File: src/rtl/ysyx_201979054_axi_lite_line_reader.sv
// AXI4-Lite line reader: fetches one cache line as BEATS single-beat reads at
// consecutive word addresses, one outstanding transaction at a time, and
// assembles the returned words into a line buffer.
module ysyx_201979054_axi_lite_line_reader #(
  parameter int ADDR_W = 32,
  parameter int DATA_W = 32,
  parameter int BEATS  = 16
) (
  input  logic                     clk,
  input  logic                     arst,
  input  logic                     i_start,
  input  logic [ADDR_W-1:0]        i_base_addr,
  output logic                     o_busy,
  output logic                     o_done,
  output logic                     o_error,
  output logic [DATA_W*BEATS-1:0]  o_line,
  output logic [ADDR_W-1:0]        o_araddr,
  output logic                     o_arvalid,
  input  logic                     i_arready,
  input  logic [DATA_W-1:0]        i_rdata,
  input  logic [1:0]               i_rresp,
  input  logic                     i_rvalid,
  output logic                     o_rready
);

  localparam int STRIDE_SH = $clog2(DATA_W / 8);
  localparam int BEAT_W    = $clog2(BEATS);
  localparam int LINE_W    = DATA_W * BEATS;
  localparam logic [ADDR_W-1:0] ALIGN_MASK = ~ADDR_W'((64'd1 << STRIDE_SH) - 64'd1);
  localparam logic [BEAT_W-1:0] LAST_BEAT  = BEAT_W'(BEATS - 1);

  typedef enum logic [1:0] {
    S_IDLE = 2'd0,
    S_ADDR = 2'd1,
    S_DATA = 2'd2,
    S_DONE = 2'd3
  } state_e;

  state_e              state_q, state_d;
  logic [BEAT_W-1:0]   beat_q, beat_d;
  logic [ADDR_W-1:0]   base_q, base_d;
  logic [ADDR_W-1:0]   araddr_q, araddr_d;
  logic                arvalid_q, arvalid_d;
  logic                rready_q, rready_d;
  logic                busy_q, busy_d;
  logic                done_q, done_d;
  logic                error_q, error_d;
  logic [LINE_W-1:0]   line_q, line_d;
  logic                resp_err_s;

  // Word address of a given beat; wraps modulo 2^ADDR_W.
  function automatic logic [ADDR_W-1:0] beat_addr(input logic [ADDR_W-1:0] base,
                                                  input logic [BEAT_W-1:0] beat);
    beat_addr = base + (ADDR_W'(beat) << STRIDE_SH);
  endfunction

  // SLVERR (2'b10) and DECERR (2'b11) both mark the line as bad.
  assign resp_err_s = (i_rresp == 2'b10) || (i_rresp == 2'b11);

  // Next-state logic; handshake outputs are derived from the next state so
  // that they come straight out of flops.
  always_comb begin
    state_d  = state_q;
    beat_d   = beat_q;
    base_d   = base_q;
    araddr_d = araddr_q;
    error_d  = error_q;
    line_d   = line_q;
    case (state_q)
      S_IDLE: begin
        if (i_start) begin
          base_d   = i_base_addr & ALIGN_MASK;
          araddr_d = i_base_addr & ALIGN_MASK;
          beat_d   = '0;
          error_d  = 1'b0;
          state_d  = S_ADDR;
        end else begin
          state_d  = S_IDLE;
        end
      end
      S_ADDR: begin
        if (i_arready) begin
          state_d = S_DATA;
        end else begin
          state_d = S_ADDR;
        end
      end
      S_DATA: begin
        if (i_rvalid) begin
          line_d[beat_q*DATA_W +: DATA_W] = i_rdata;
          error_d = error_q | resp_err_s;
          if (beat_q == LAST_BEAT) begin
            state_d = S_DONE;
          end else begin
            beat_d   = beat_q + 1'b1;
            araddr_d = beat_addr(base_q, beat_q + 1'b1);
            state_d  = S_ADDR;
          end
        end else begin
          state_d = S_DATA;
        end
      end
      S_DONE: begin
        state_d = S_IDLE;
      end
      default: begin
        state_d = S_IDLE;
      end
    endcase
    arvalid_d = (state_d == S_ADDR);
    rready_d  = (state_d == S_DATA);
    busy_d    = (state_d != S_IDLE);
    done_d    = (state_d == S_DONE);
  end

  // State and output registers with synchronous reset that abandons any fill.
  always_ff @(posedge clk) begin
    if (arst) begin
      state_q   <= S_IDLE;
      beat_q    <= '0;
      base_q    <= '0;
      araddr_q  <= '0;
      arvalid_q <= 1'b0;
      rready_q  <= 1'b0;
      busy_q    <= 1'b0;
      done_q    <= 1'b0;
      error_q   <= 1'b0;
      line_q    <= '0;
    end else begin
      state_q   <= state_d;
      beat_q    <= beat_d;
      base_q    <= base_d;
      araddr_q  <= araddr_d;
      arvalid_q <= arvalid_d;
      rready_q  <= rready_d;
      busy_q    <= busy_d;
      done_q    <= done_d;
      error_q   <= error_d;
      line_q    <= line_d;
    end
  end

  assign o_busy    = busy_q;
  assign o_done    = done_q;
  assign o_error   = error_q;
  assign o_line    = line_q;
  assign o_araddr  = araddr_q;
  assign o_arvalid = arvalid_q;
  assign o_rready  = rready_q;

endmodule

File: config.mk
export PLATFORM = sky130hd
export DESIGN_NAME = ysyx_201979054_axi_lite_line_reader
export DESIGN_NICKNAME = d
export VERILOG_FILES = /design/src/rtl/ysyx_201979054_axi_lite_line_reader.sv
export SDC_FILE = /design/constraint.sdc
export NUM_CORES = 1
export LEC_CHECK = 0
export BUFFER_PORTS_ARGS = -buffer_cell sky130_fd_sc_hd__buf_4
export CAP_MARGIN = 25
export CORE_AREA = 2 2 242 244
export CTS_CLUSTER_DIAMETER = 50
export DETAILED_ROUTE_END_ITERATION = 16
export DIE_AREA = 0 0 244 246
export PLACE_DENSITY_LB_ADDON = 0.08
export REMOVE_ABC_BUFFERS = 1
export SLEW_MARGIN = 15
export SYNTH_ARGS = -nofsm -noshare
export SYNTH_HDL_FRONTEND = slang
export SYNTH_SLANG_ARGS = --single-unit
File: constraint.sdc
create_clock -name clk -period 7.8 [get_ports clk]
set_input_delay 0.78 -clock clk [delete_from_list [all_inputs] [get_ports clk]]
set_output_delay 0.78 -clock clk [all_outputs]
set_load 0.1 [all_outputs]
[Word level (Yosys, flattened, before mapping)]
Cells that the tools add are included.
Word-level totals
  bits in registers: 585
  bits in latches: 0
  RAM bits: 0
  memory bits (read-only): 0
  output and inout bits: 549
  word-level logic and storage cells: 53
  memories kept: 0
Cells by class
  add/subtract/negate cells: 3
  multiply operators: 0
  div/mod/pow operators: 0
  $lt $le $gt $ge: 0
  eq/ne operators: 12
  shift operators: 2
  multiplexer cells: 17
  bitwise logic cells: 1
  reduce and logical (&&, ||, !) cells: 8
Operator list (number)
  $bwmux 512: 1
  $shift 32x34->512 const A: 1
  $shiftx 32x34->512: 1
  $mux 32: 3
  $pmux 32 s2: 1
  $neg 9->34: 1
  $add 32x6->32: 1
  $eq 2x2->1 const B: 6
  $mux 4: 3
  $pmux 2 s4: 1
  $pmux 4 s2: 1
  $mux 2: 3
  $ne 2x2->1 const B: 3
  $add 4x1->4 const B: 1
  $eq 2x1->1 const B: 2
  $eq 4x4->1 const B: 1
  $reduce_and 2->1: 2
  $reduce_and 4->1: 1
  $reduce_bool 2->1: 2
  $mux 1: 3
  $reduce_and 3->1: 1
  $logic_not 2->1: 1
  $pmux 1 s2: 1
  $logic_or 1x1->1: 1
  $or 1x1->1: 1

[Logic depth before layout (Yosys ltp)]
  depth in word-level cells: 5
  gate-level depth with buffers: 11

[Worst setup path before layout]
No wires, ideal clock.
  kind: reg-to-reg
  start point: register beat_q[0]
  end point: register araddr_q[30], in the netlist o_araddr[30]
  setup time: 0.080 ns
  data arrival time: 2.624 ns
  slack: 5.096 ns
  cell stages (with the launch flop): 10
  path buffers: 0
  clock period less this slack: 2.704 ns
  cell sequence: dfxtp_1 > inv_1 > ha_1 > inv_1 > fa_1 > nor2b_1 > o21ai_0 > a211oi_1 > mux2_2 > nor3b_1
Between the ends
  cells in the longest elaborated chain, start to end: 5
Ends and longest elaborated chain
  start, declared: RTL line 40  | logic [BEAT_W-1:0] beat_q, beat_d;
  start signal, assigned: RTL line 131  | beat_q <= beat_d;
  $add 4x1->4: RTL line 96  | araddr_d = beat_addr(base_q, beat_q + 1'b1);
  $add 32x6->32: RTL line 54  | beat_addr = base + (ADDR_W'(beat) << STRIDE_SH);
  $mux 32: RTL line 92  | if (beat_q == LAST_BEAT) begin
  $mux 32: RTL line 89  | if (i_rvalid) begin
  $pmux 32 s2: RTL line 69  | case (state_q)
  end signal, assigned: RTL line 133  | araddr_q <= araddr_d;
  end, declared: RTL line 42  | logic [ADDR_W-1:0] araddr_q, araddr_d;
Several ways; a longest one is shown, not always the timed one. The select of a mux whose other input is x is not followed.
A chain may end at the register's enable or synchronous reset.

[Final worst setup path]
  start point: register beat_q[0]
  end point: register line_q[301], in the netlist o_line[301]
Between the ends
  cells in the longest elaborated chain, start to end: 3
Ends and longest elaborated chain
  $neg 9->34 *: RTL line 90  | line_d[beat_q*DATA_W +: DATA_W] = i_rdata;
  $shiftx 32x34->512 or $shift 32x34->512 (tied branches): RTL line 90
  $bwmux 512 *: RTL line 90
  end signal, assigned: RTL line 139  | line_q <= line_d;
  end, declared: RTL line 48  | logic [LINE_W-1:0] line_q, line_d;
Mark *: on every way between the ends. The rest lies on a longest branch, timed or not.

==> flow_summary.toml <==
[clock_network]
clkLatencyLatePin_ns = 0.59
clock_sinks = 583
cts_inserted_buffers = 68
cts_hold_buffers = 0
cts_setup_buffers = 0
htree_levels = 3
cts_tree = "built"
clkTransAtPathRegs_ns = 0.06
ctsResizeCount = 0
clock-root-buffer = "clkbuf_16"
clk_path_buf_depth = 3

[synth]
synth-simple-area-share_pct = 25.9
yosys.area_share.adder_pct = 0.472
netlist_area_um2 = 22800
synthMuxAreaShare_pct = 0.198
ys_seq_area_share_pct = 51.2
ys_ff_latch = 583
synth_top_cell_by_area = "dfxtp_1"
synth-edff-count = 0
synth_ff_type = "dfxtp_1"
ys_warn_count = 0
synth_area_per_cell_um2 = 7.94
synth-xor-area-share_pct = 0.741
synth_cells = 2872
synth.top_cell.area_share_pct = 51.2
synth_cell_type_count = 72
synth_compound_area_share_pct = 15.1
synthMostInstantiatedCell = "nand2_1"
async_flop_share_pct = 0
synth_top_family_by_area = "simple AND/OR/NAND/NOR gates"
ys_top_cells_by_area = "dfxtp_1 51%, a21oi_1 12%, nand2_1 11%"
synth_common_cells = "689 x nand2_1, 583 x dfxtp_1, 563 x a21oi_1"

[die]
ios = 620
die-area_um2 = 60000
rows = 88
die_y_um = 246
dieWidth_um = 244
initial_utilization_pct = 39.7
core_area_um2 = 57400

[route]
post_drt_wl_per_cell_um = 23.3
vias = 23000
drt_wl_total_mm = 95.5
ant_nets = 0
drt-initial-drc-count = 2041
routed_via_density = 5.61
firstDrtPassIters = 6
drc = 0

[layout]
area_delta_synth_final_pct = 30.6
num-fill-cells = 5571
diodes = 0
layout-drive-gt1-share_pct = 24.1
nNetsFinal = 3376

[critical_path]
critPathRequiredTime_ns = 8.22
critical-path-top-delay-family = "simple AND/OR/NAND/NOR gates"
crit_chain = "inv_1 > ha_2 > buf_4 > nand2_1 > nor3_4 > nand2_1 > buf_4 > nand2_1 > a21oi_1"
crit_fanout = 39
crit_arrival_ns = 5.00
rr_startpoint = "beat_q[0]"
path_common_cell = "nand2_1"
cp_slowest_cell = "dfxtp_1"
endpoint_kind = "register"
criticalPathCategory = "register to register"
max_stage_delay_ns = 0.86
ff2ff_path_depth = 9
cp_num_buf_inv = 3
reg2reg_setup_slack_ns = 3.22
reg2reg_to = "o_line[301]"
start_kind = "register"

[sta]
relSlewSlack_pct = 28.9
maxSlewViolCount = 0
setup_tns_ns = 0
fin_skew_ns = 0.0262
tightestPinTransition_ns = 1.07
hold_violations = 0
holdWs_ns = 0.445
setup_viol = 0
fmax_mhz = 218
period_needed_ns = 4.58
fin_crit_sh_pct = 58.7
rsz0062_at_grt = "false"

[pwr]
p_per_area_nw_per_um2 = 222
peakVddDrop_uv = 197
p_leak_uw = 0.0113

[outcome]
status = "complete, no violations"

[hold_path]
hold_depth = 3
holdPathEnd = "base_q[3]"
hold_class = "input port to register"
hp-start = "i_base_addr[3]"

[grt]
grt_use_total_pct = 30.1
grt_pass1_vias = 20900
overflow = 0
antenna_found_initial = 2
grt_pass1_wl_mm = 137
grt_max_degree = 212

[placed_design]
dp_hpwl_mm = 62.0
routabilityCongestion = 0.849
numPortBuffers = 614

[job]
max_cap_violations = 0
cell families after synthesis:
family	after synthesis
mux	4
buf+inv	338
other cells	1
fa+ha+maj	8
xor+xnor	15
compound gates	648
flops	583
simple gates	1275
metal layers:
| metal | vias to the layer above | GRT usage, % | share of wire (%) | routed length [µm] |
|---|---|---|---|---|
| li1 | 10600 | - | - | - |
| met1 | 11100 | 37.4 | 39 | 37300 |
| met2 | 1041 | 49.2 | 47 | 44800 |
| met3 | 219 | 7.69 | 9.4 | 8950 |
| met4 | 2 | 13.4 | 4.6 | 4380 |
| met5 | - | 0 | 0.013 | 12 |
cells in the final DEF, fill, tap and decap left out, drive strengths merged, types with 3 or more instances in the layout:
cell type / count
inv: 31
dfxtp: 583
xor2: 11
clkinv: 8
o221ai: 4
o22ai: 7
nor4: 13
buf: 665
a211oi: 9
nand2b: 4
xnor2: 4
nor3: 26
or3: 6
nand4: 132
or2: 3
a21oi: 563
clkbuf: 92
a21boi: 11
o21ai: 18
a211o: 5
nor3b: 3
nor2b: 3
and2: 21
and3: 12
nor2: 45
nor4b: 5
bufinv: 4
mux2i: 3
clkinvlp: 4
and4: 8
ha: 7
o211ai: 11
nand2: 691
nand3: 290
nand4b: 4
flip-flops by register name, summed over array words and instances (netlist names):
register,flops
o_rready,1
o_line,512
o_done,1
state_q,2
o_busy,1
o_araddr,30
o_error,1
o_arvalid,1
base_q,30
beat_q,4
per-stage QoR:
step           utilization, %  total power (µW)  setup slack (ns)  area [µm²]  std cells
2_1_floorplan               -              3300              2.59       21500       2562
3_3_place_gp             47.7              3520              2.91       27400       3977
3_5_place_dp             48.0              3520              3.23       27500       3986
4_1_cts                  51.8              6650              3.22       29700       4098
5_1_grt                  51.9              6800              2.79       29800       4104
6_report                 51.9              6610              3.22       29800       4104
worst max path at each step:
stage               startpoint  slack (ns)     endpoint  cells past startpoint
CTS                  beat_q[0]        3.22  o_line[352]                      9
finish               beat_q[0]        3.22  o_line[301]                      9
global route         beat_q[0]        2.79  o_line[317]                      9
global placement     beat_q[0]        2.91   o_line[96]                      7
detailed placement   beat_q[0]        3.23  o_line[352]                      9
floorplan            beat_q[0]        2.59  o_line[320]                      6
worst reg2reg max path: cells and delay by family, from the launching register on:
kind,cells,cell delay [ns]
simple gates,4,1.88
buf+inv,3,1.15
compound gates,1,0.06
fa+ha+maj,1,0.47
flops,1,0.86
power breakdown:
part | total [µW] | switching [µW] | internal (µW)
Combinational | 430 | 345 | 85.3
Clock | 3150 | 1270 | 1870
Sequential | 3030 | 27.2 | 3010
area by class of cell:
cell class                      count  area, µm²  share of cell area, %
Sequential cell                   583      11700                   39.2
Tap cell                          765        957                   3.22
Inverter                           27        101                  0.340
Multi-Input combinational cell   1952       9750                   32.8
Timing Repair Buffer              665       5110                   17.2
Clock buffer                       92       1940                   6.53
Clock inverter                     20        233                  0.782
(Power assumes the default switching activity.)
